===== config.mk =====
export PLATFORM = sky130hd
export DESIGN_NAME = xpsr_write_sched
export DESIGN_NICKNAME = d
export VERILOG_FILES = /design/src/rtl/xpsr_write_sched_pkg.sv /design/src/rtl/xpsr_write_sched_snap_fmt.sv /design/src/rtl/xpsr_write_sched.sv
export SDC_FILE = /design/constraint.sdc
export NUM_CORES = 1
export LEC_CHECK = 0
export CORE_ASPECT_RATIO = 0.8
export CORE_MARGIN = 1.5
export CORE_UTILIZATION = 37
export CTS_CLUSTER_SIZE = 25
export DETAILED_ROUTE_END_ITERATION = 12
export PLACE_DENSITY = 0.81
export SYNTH_ARGS = -nofsm -noshare
export SYNTH_HDL_FRONTEND = slang
export SYNTH_SLANG_ARGS = --single-unit

===== constraint.sdc =====
create_clock -name clk -period 1.9 [get_ports clk]
set_input_delay 0.38 -clock clk [delete_from_list [all_inputs] [get_ports clk]]
set_output_delay 0.38 -clock clk [all_outputs]
set_load 0.005 [all_outputs]

===== src/rtl/xpsr_write_sched_pkg.sv =====
// xPSR field positions and write-scheduler types shared by the scheduler and its
// snapshot formatter.
package xpsr_write_sched_pkg;

   localparam int APSR_HI  = 31;
   localparam int APSR_LO  = 27;
   localparam int IT_LO_HI = 26;
   localparam int IT_LO_LO = 25;
   localparam int T_POS    = 24;
   localparam int ICI_HI   = 15;
   localparam int ICI_LO   = 10;
   localparam int A_POS    = 9;
   localparam int IPSR_HI  = 8;

   localparam logic [4:0] APSR_ALL = 5'b11111;

   typedef enum logic [2:0] {
      ST_IDLE,
      ST_ENT_DRAIN,
      ST_ENT_PUSH,
      ST_ENT_SET,
      ST_ENT_DONE,
      ST_RET_WAIT,
      ST_RET_WRITE,
      ST_RET_DONE
   } sched_state_e;

   // One xpsr_reg write: data plus the per-field enables that qualify it.
   typedef struct packed {
      logic [31:0] data;
      logic [4:0]  apsr;
      logic        ipsr;
      logic        epsr;
   } xpsr_wr_t;

   function automatic logic any_write(input xpsr_wr_t wr);
      return (|wr.apsr) | wr.ipsr | wr.epsr;
   endfunction

endpackage


===== src/rtl/xpsr_write_sched_snap_fmt.sv =====
// Packs the APSR/EPSR/IPSR readback fields into the architectural 32-bit xPSR word
// used for the stacked exception frame.
module xpsr_snap_fmt
   import xpsr_write_sched_pkg::*;
(
   input  logic [4:0]  apsr,
   input  logic [9:0]  epsr,
   input  logic [8:0]  ipsr,
   output logic [31:0] xpsr
);

   // EPSR readback is {IT[1:0],T,IT/ICI[7:2],a}; bits 23:16 stay reserved-zero.
   always_comb begin
      xpsr                   = '0;
      xpsr[APSR_HI:APSR_LO]  = apsr;
      xpsr[IT_LO_HI:IT_LO_LO] = epsr[9:8];
      xpsr[T_POS]            = epsr[7];
      xpsr[ICI_HI:ICI_LO]    = epsr[6:1];
      xpsr[A_POS]            = epsr[0];
      xpsr[IPSR_HI:0]        = ipsr;
   end

endmodule


===== src/rtl/xpsr_write_sched.sv =====
// Arbitrates flag/MSR/IT updates into xpsr_reg and sequences exception entry
// (snapshot push + IPSR/EPSR load) and exception return (unstacked restore).
module xpsr_write_sched
   import xpsr_write_sched_pkg::*;
#(
   parameter logic RESET_T = 1'b1
) (
   input  logic        clk,
   input  logic        rst,
   input  logic [4:0]  xpsr_apsr,
   input  logic [8:0]  xpsr_ipsr,
   input  logic [9:0]  xpsr_epsr,
   input  logic        alu_vld,
   output logic        alu_rdy,
   input  logic [4:0]  alu_mask,
   input  logic [4:0]  alu_flags,
   input  logic        msr_vld,
   output logic        msr_rdy,
   input  logic [4:0]  msr_data,
   input  logic        it_vld,
   output logic        it_rdy,
   input  logic [7:0]  it_state,
   input  logic        exc_ent_req,
   input  logic [8:0]  exc_num,
   input  logic        stk_align,
   input  logic        exc_ret_req,
   output logic        exc_ack,
   output logic [31:0] stk_xpsr,
   output logic        stk_vld,
   input  logic        stk_rdy,
   input  logic [31:0] ustk_xpsr,
   input  logic        ustk_vld,
   input  logic        inst_valid_in,
   output logic        inst_valid_out,
   output logic [31:0] set_data,
   output logic [4:0]  en_apsr,
   output logic        en_ipsr,
   output logic        en_epsr,
   output logic        busy
);

   sched_state_e state_q, state_d;
   xpsr_wr_t     wr_q, wr_d;
   logic [31:0]  snap_q, snap_d, snap_fmt;
   logic [8:0]   exc_num_q, exc_num_d;
   logic         inst_valid_out_q, inst_valid_out_d;
   logic         idle, grant_free;

   xpsr_snap_fmt u_snap_fmt (
      .apsr (xpsr_apsr),
      .epsr (xpsr_epsr),
      .ipsr (xpsr_ipsr),
      .xpsr (snap_fmt)
   );

   always_ff @(posedge clk) begin
      if (rst) begin
         state_q          <= ST_IDLE;
         wr_q             <= '0;
         snap_q           <= '0;
         exc_num_q        <= '0;
         inst_valid_out_q <= 1'b0;
      end else begin
         state_q          <= state_d;
         wr_q             <= wr_d;
         snap_q           <= snap_d;
         exc_num_q        <= exc_num_d;
         inst_valid_out_q <= inst_valid_out_d;
      end
   end

   always_comb begin
      state_d = state_q;
      case (state_q)
         ST_IDLE: begin
            if (exc_ent_req)      state_d = ST_ENT_DRAIN;
            else if (exc_ret_req) state_d = ST_RET_WAIT;
         end
         ST_ENT_DRAIN: state_d = ST_ENT_PUSH;
         ST_ENT_PUSH:  if (stk_rdy) state_d = ST_ENT_SET;
         ST_ENT_SET:   state_d = ST_ENT_DONE;
         ST_ENT_DONE:  state_d = ST_IDLE;
         ST_RET_WAIT:  if (ustk_vld) state_d = ST_RET_WRITE;
         ST_RET_WRITE: state_d = ST_RET_DONE;
         ST_RET_DONE:  state_d = ST_IDLE;
         default:      state_d = ST_IDLE;
      endcase
   end

   assign idle       = (state_q == ST_IDLE);
   assign grant_free = idle & ~rst & ~exc_ent_req & ~exc_ret_req;

   // Fixed priority among ordinary writers: MSR > IT > ALU; exceptions block all.
   always_comb begin
      msr_rdy = grant_free & msr_vld;
      it_rdy  = grant_free & it_vld & ~msr_vld;
      alu_rdy = grant_free & alu_vld & ~msr_vld & ~it_vld;
      stk_vld = (state_q == ST_ENT_PUSH);
      exc_ack = (state_q == ST_ENT_DONE) | (state_q == ST_RET_DONE);
      busy    = ~idle;
   end

   // The drain cycle lets the last ordinary write land before the snapshot is taken.
   always_comb begin
      wr_d      = '0;
      snap_d    = snap_q;
      exc_num_d = exc_num_q;
      if (idle && exc_ent_req) exc_num_d = exc_num;
      if (state_q == ST_ENT_DRAIN) begin
         snap_d        = snap_fmt;
         snap_d[A_POS] = stk_align;
      end
      if (msr_rdy) begin
         wr_d.apsr                  = APSR_ALL;
         wr_d.data[APSR_HI:APSR_LO] = msr_data;
      end else if (it_rdy) begin
         wr_d.epsr                    = 1'b1;
         wr_d.data[IT_LO_HI:IT_LO_LO] = it_state[1:0];
         wr_d.data[ICI_HI:ICI_LO]     = it_state[7:2];
         wr_d.data[T_POS]             = xpsr_epsr[7];
         wr_d.data[A_POS]             = xpsr_epsr[0];
      end else if (alu_rdy && (alu_mask != 5'b00000)) begin
         wr_d.apsr                  = alu_mask;
         wr_d.data[APSR_HI:APSR_LO] = alu_flags;
      end else if ((state_q == ST_ENT_PUSH) && stk_rdy) begin
         wr_d.ipsr            = 1'b1;
         wr_d.epsr            = 1'b1;
         wr_d.data[IPSR_HI:0] = exc_num_q;
         wr_d.data[T_POS]     = RESET_T;
      end else if ((state_q == ST_RET_WAIT) && ustk_vld) begin
         wr_d.apsr = APSR_ALL;
         wr_d.ipsr = 1'b1;
         wr_d.epsr = 1'b1;
         wr_d.data = ustk_xpsr;
      end
      inst_valid_out_d = inst_valid_in & idle & ~any_write(wr_d);
   end

   assign set_data       = wr_q.data;
   assign en_apsr        = wr_q.apsr;
   assign en_ipsr        = wr_q.ipsr;
   assign en_epsr        = wr_q.epsr;
   assign stk_xpsr       = snap_q;
   assign inst_valid_out = inst_valid_out_q;

endmodule


# [Word-level counts from Yosys, hierarchy flattened]
# Index checks and enable logic that the tools add are counted.
# Widths: inputs -> output; s select.
[totals] wordCells=82 register_bits=76 in_bits=99
[op_classes] reduce_logical=12 n_eq_ne=10 bitwise_logic=21 mux=28
[ops] operator="$mux 39" n=5
[ops] operator="$mux 5" n=6
[ops] operator="$mux 27" n=1
[ops] operator="$pmux 3 s7" n=1
[ops] operator="$mux 15" n=1
[ops] operator="$mux 3" n=5
[ops] operator="$mux 7" n=2
[ops] operator="$eq 3x3->1 const B" n=4
[ops] operator="$and 1x1->1" n=11
[ops] operator="$reduce_or 5->1" n=2
[ops] operator="$mux 9" n=1
[ops] operator="$not 1->1" n=7
[ops] operator="$eq 3x2->1 const B" n=2
[ops] operator="$mux 2" n=3
[ops] operator="$mux 6" n=1
[ops] operator="$reduce_bool 5->1" n=1
[ops] operator="$logic_and 1x1->1" n=4
[ops] operator="$reduce_or 2->1" n=2
[ops] operator="$reduce_or 4->1" n=1
[ops] operator="$eq 3x1->1 const B" n=1
[ops] operator="$logic_not 3->1" n=1
[ops] operator="$ne 3x3->1 const B" n=1
[ops] operator="$or 1x1->1" n=3
[ops] operator="$reduce_and 3->1" n=1
[ops] operator="other kinds (3)" n=4

# [Longest topological paths before layout]
# Gate-level depths: netlist of the first run.
[logic_depth] ltp_word=20 depth_mapped=7 ltp_nobuf=5

# [Cells and area by module]
# From an unflattened synthesis of the first run, not the netlist that was laid out.
[unflattened] hier_cells=377 hier_area_um2=3308.2
[modules_own_cells] mod="xpsr_write_sched" cells_each=344 area_each_um2=3064.2 n_inst=1
[modules_own_cells] mod="xpsr_snap_fmt" cells_each=33 area_each_um2=244.0 n_inst=1

# [Worst setup path before layout of the first run]
# No wires, ideal clock.
[synth_path] kind="input to output" start="in exc_ent_req" end="out it_rdy" arrival_time_ps=1326 setup_slack_ps=194 path_stages=3 required_time_ps=1520 cell_sequence="or3_1 nor4b_4 buf_4"
[synth_between] elab_chain_cells=5
[synth_lines] item="start, declared" line="xpsr_write_sched.sv:23" text="input logic exc_ent_req,"
[synth_lines] item="$not 1->1" line="xpsr_write_sched.sv:91" text="assign grant_free = idle & ~rst & ~exc_ent_req & ~exc_ret_req;"
[synth_lines] item="$and 1x1->1 (2 in a row)" line="xpsr_write_sched.sv:91"
[synth_lines] item="$and 1x1->1 (2 in a row)" line="xpsr_write_sched.sv:96" text="it_rdy = grant_free & it_vld & ~msr_vld;"
[synth_lines] item="end, declared" line="xpsr_write_sched.sv:21" text="output logic it_rdy,"
# No other way between the ends.

# [Worst setup path after layout of the first run]
# Ends and elaborated chain as after synthesis.

==> results of run 1 <==
[placed cells by master (no fill, tap or decap), types with 8 or more instances in the layout]
master,n
a22oi_1,19
nor2_1,17
nand2_1,73
dfxtp_1,74
conb_1,8
clkbuf_8,9
a21oi_1,41
clkdlybuf4s50_1,156
and2_1,10
nor3_1,14
buf_4,29
[final cells by class]
cell class | count | area, sq um | share of cell area (%)
Timing Repair Buffer | 201 | 1946 | 38.40
Sequential cell | 76 | 1524 | 30.07
Multi-Input combinational cell | 222 | 1222 | 24.12
Tap cell | 105 | 131.4 | 2.593
Clock buffer | 9 | 123.9 | 2.444
Clock inverter | 6 | 90.09 | 1.778
Inverter | 8 | 30.03 | 0.5926
[path summary, 6_finish.rpt]
check / endpoint / slack, ns / cells past startpoint
worst min register to register: exc_num_q[1] / 0.46 / 2
worst max-delay path: it_rdy / 0.06 / 4
worst max register to register: stk_xpsr[12] / 0.29 / 6
worst min-delay path: exc_num_q[1] / 0.46 / 2
[timing repair]
item,CTS,global route
setup buffers,1,1
resized for setup,28,3
setup endpoints to repair,6,6
pin swaps,4,2
[stage by stage]
step	std cells	setup TNS, ns
final	627	0
after global placement	610	-6.842
after CTS	626	-0.1309
after floorplan	334	0
after global routing	627	-0.02210
after detailed placement	610	-8.364
[routing by layer]
layer  share of wire (%)  GRT usage (%)  up-vias
li1                    -              -     1481
met1                  42          24.21     1406
met2                  50          37.25      123
met3                 7.0          7.404       10
met4                 1.6          6.528        0
met5                   0              0        -
[kinds of logic after synthesis]
| family | count (synthesis) |
|---|---|
| AO/OA/AOI/OAI | 78 |
| flip-flops | 76 |
| AND/OR/NAND/NOR | 135 |
| other | 1 |
| XOR/XNOR | 1 |
| buffers and inverters | 36 |
[report_power, final]
group / total [mW] / internal [mW] / switching (mW)
Sequential: 1.84 / 1.76 / 0.0839
Combinational: 1.26 / 0.682 / 0.582
Clock: 1.33 / 0.734 / 0.598
[worst max-delay path: stages]
cell	delay, ns
dlygate4sd2_1	0.26
or3_4	0.35
nor4b_4	0.30
buf_2	0.16
[state kept, by name, indices dropped and copies added (netlist names)]
register,cells
set_data,32
en_epsr,1
en_apsr,5
stk_xpsr,24
exc_num_q,9
en_ipsr,1
inst_valid_out,1
state_q,3
==> metrics, run 1 <==
Seq/Total Area, Yosys 53.26%; xor and xnor area share after synthesis 0.3066%; CTS tree yes; area share of the largest cell type after synthesis 53.26%; Worst Skew 0.008371 ns; FF+latch count, synth 76; post-synth top area cell dfxtp_1; Ys Warns 0; Final HPWL DP 6812 microns; IO Count 177; initial drt markers 111; max cap viols 0; status finished, final reports clean; Clock Path Buffers 2; Netlist cell types 39; Layout Nets 617; Hold WC Path Type reg2reg; cell with the most instances after synthesis dfxtp_1; final hold violations 0; fmax 542.9 MHz; Final Max Slew Viols 0; post-route cell area 5067 sq um; top cells by instance count after synthesis dfxtp_1, nand2_1, a21oi_1; routed vias 3020; Power Density 875.7 nW/um^2; Sink Count 76; Detailed Route WL 8980 microns; Syn Inst Count 327; diode count 0; DP Area 4802 sq um; simple-gate portion of the synthesized area 22.47%; DIE AREA 8260 sq um; Area Growth Syn to Fin 77.40%; Setup WS pre-CTS -0.6096 ns; CTS Buf Count 9; VDD IR max 462.7 uV; via count of the first global-routing pass 2874; crit path launch exc_ent_req; # port buffers 168; GPL Wtd Cong 0.8146; RSZ-0062 raised after global routing yes; HP Start exc_num_q[1]; mean routed wirelength per cell 14.32 microns; largest family of logic cells by synthesized area simple AND/OR/NAND/NOR gates; top_reg_cell synth dfxtp_1; crit path kind in2out; share of cells above drive strength 1 13.03%; ranking of synthesized cells by area dfxtp_1, nand2_1, a21oi_1; hold_ws 0.4556 ns; crit-path max FO 2; Startpoint Class input port; Clock Pin Slew Worst Setup and Hold Paths 0.08 ns; chip width 101.2 microns; vias per cell 4.817; required time of the critical path 1.52 ns; EDFF count, synth 0; adder-cell share of the synthesized area 0%; min cycle time layout 1.842 ns; largest net degree at the start of global routing 31; final setup vio count 0; leak pwr 1.954 nW; Synth Area per Inst 8.735 sq um; Crit. End Element primary output; GRT overflow 0; Die Ht 81.59 microns; starting density of the core 38.46%; H-tree levels 3; DRC 0; row cnt 28; # fillers 621; final core utilization 68.23%; post-route ant nets 0; initial antenna violation count 0; Pre-Repair DR Iteration Count 5; Data arrival, critical path 1.46 ns; Cell Area, Synth 2856 sq um; post-route setup slack 0.05807 ns; ys async rst share 0%; compound-cell area share of the yosys netlist 17.56%; root buffer cell clkbuf_8; worst skew pair latency 0.34 ns; core box area 7427 sq um; total power 4.437 mW; crit share post-route 96.94%; proportion of synthesized area in mux cells 0%; Tot GR Track Use 21.12%; Post-CTS Hold Buffers 0; first-pass GRT wire length 13510 microns; Worst R2R Start state_q[1]
Power figures use the tool's default switching activity.
==> run 2: changes to the inputs <==
ABC_AREA = 1   (was default)
PLACE_DENSITY = 0.8   (was 0.81)
==> metrics, run 2 <==
status finished, final reports clean; initial antenna violation count 0; DIE AREA 8529 sq um; cell with the most instances after synthesis dfxtp_1; initial drt markers 76; Final TNS setup 0 ns; top_reg_cell synth dfxtp_1; Layout Nets 661; Netlist cell types 30; required time of the critical path 1.52 ns; ranking of synthesized cells by area dfxtp_1, nand2_1, nor2_1; most frequent cells in the layout clkdlybuf4s50_1, nand2_1, dfxtp_1; post-route ant nets 0; post-synth top area cell dfxtp_1; routed vias 3106; Clock Pin Slew Worst Setup and Hold Paths 0.08 ns; top cells by instance count after synthesis dfxtp_1, nand2_1, nor2_1; Power Density 1040 nW/um^2; core box area 7567 sq um; Synth Area per Inst 7.750 sq um; # port buffers 168; Post-CTS Hold Buffers 0; vias per cell 4.622; fmax 544.6 MHz; Pre-Repair DR Iteration Count 4; Hold WC Path Type reg2reg; Syn Inst Count 381; area share of the largest cell type after synthesis 51.53%; Ys Warns 0; IO Count 177; number of flip-flops under the largest register name 32; min cycle time layout 1.836 ns; GPL Wtd Cong 0.8489; crit share post-route 96.65%; DRC 0; Clock Path Buffers 2; via count of the first global-routing pass 2979; crit path kind reg2out; commonest non-fill, non-tap cell in the layout clkdlybuf4s50_1; Worst Skew 0.006276 ns; Startpoint Class flop; share of cells above drive strength 1 11.11%; largest net degree at the start of global routing 39; CTS tree yes; Area Growth Syn to Fin 70.34%; Seq/Total Area, Yosys 51.53%; Sink Count 76; final core utilization 66.47%; GRT overflow 0; FF+latch count, synth 76; crit-path max FO 3; Multi-input gate area 1206 sq um; chip width 102.9 microns; ys async rst share 0%; # fillers 654; first-pass GRT wire length 13770 microns; Crit. End Element primary output; worst skew pair latency 0.34 ns; final setup vio count 0; mean routed wirelength per cell 13.22 microns; final hold violations 0; EDFF count, synth 0; RSZ-0062 raised after global routing yes; starting density of the core 39.02%; Detailed Route WL 8886 microns; CTS Buf Count 9; Data arrival, critical path 1.46 ns; max cap viols 0; Final Max Slew Viols 0; Final HPWL DP 6755 microns; leak pwr 2.062 nW; Tot GR Track Use 20.78%; H-tree levels 3; root buffer cell clkbuf_8; VDD IR max 707.5 uV; Cell Area, Synth 2953 sq um; register area 1524 sq um; Die Ht 82.90 microns; row cnt 28; diode count 0
## run 2: cell types whose count changed after synthesis, moves of 10 or more
cell     previous run  this run
nor2_1             18        68
and2_1             10         0
inv_1               7        25
o21ai_0             3        33
nor3_1             16         2
a22oi_1            19         0
## run 2: metal layers
layer | vias up | global-route usage [%] | part of all wire (%)
met4 | 0 | 6.020 | 0.86
li1 | 1560 | - | -
met1 | 1405 | 23.14 | 40
met5 | - | 0 | 0
met2 | 134 | 35.77 | 48
met3 | 7 | 8.754 | 10
## run 2: kinds of logic (layout without fill, tap and decap cells)
family                 count (synthesis)  count (layout)  synth area share, %
AO/OA/AOI/OAI                         80              80                14.15
buffers and inverters                 56             235                9.025
flip-flops                            76              76                51.53
other                                  1               8               0.1270
AND/OR/NAND/NOR                      168             168                25.17
## run 2: final timing paths
check	start	to	slack [ns]	cells past startpoint
worst min-delay path	exc_num_q[7]	exc_num_q[7]	0.45	2
worst max register to register	state_q[0]	set_data[9]	0.33	8
worst max-delay path	state_q[1]	alu_rdy	0.06	7
worst min register to register	exc_num_q[7]	exc_num_q[7]	0.45	2
## run 2: layout make-up
| class | count | area share (%) |
|---|---|---|
| clock inverter | 7 | 1.642 |
| timing repair buffer | 188 | 36.64 |
| sequential | 76 | 30.30 |
| inverter | 31 | 2.363 |
| clock buffer | 9 | 2.463 |
| tap | 105 | 2.612 |
| multi-input combinational | 256 | 23.98 |
## run 2: report_power, final
part | switching, mW | internal [mW]
clock network | 0.641 | 0.632
logic | 0.886 | 0.981
registers | 0.156 | 1.93
## run 2: critical path, stage by stage (launching register included)
cell	delay [ns]
dfxtp_2	0.32
buf_4	0.13
nor2_4	0.12
nand3_4	0.11
nor2_8	0.12
inv_4	0.06
nor3_2	0.11
buf_2	0.13
## run 2: per-stage QoR
step | setup slack, ns | cell area [sq um] | hold slack [ns] | power [mW] | instances
after CTS | -0.1187 | 5025 | 0.4495 | 5.273 | 672
after detailed placement | -0.4489 | 4810 | 0.4382 | 3.977 | 655
after floorplan | 0.4045 | 2979 | 0.4234 | 2.952 | 388
final | 0.06366 | 5030 | 0.4494 | 5.230 | 672
after global routing | -0.02246 | 5030 | 0.4820 | 5.599 | 672
after global placement | -0.4263 | 4810 | 0.4351 | 3.927 | 655
## run 2: repair_timing
item	in CTS	in global routing
resized for setup	12	12
pin swaps	4	4
setup endpoints to repair	5	4
buffers inserted	1	0
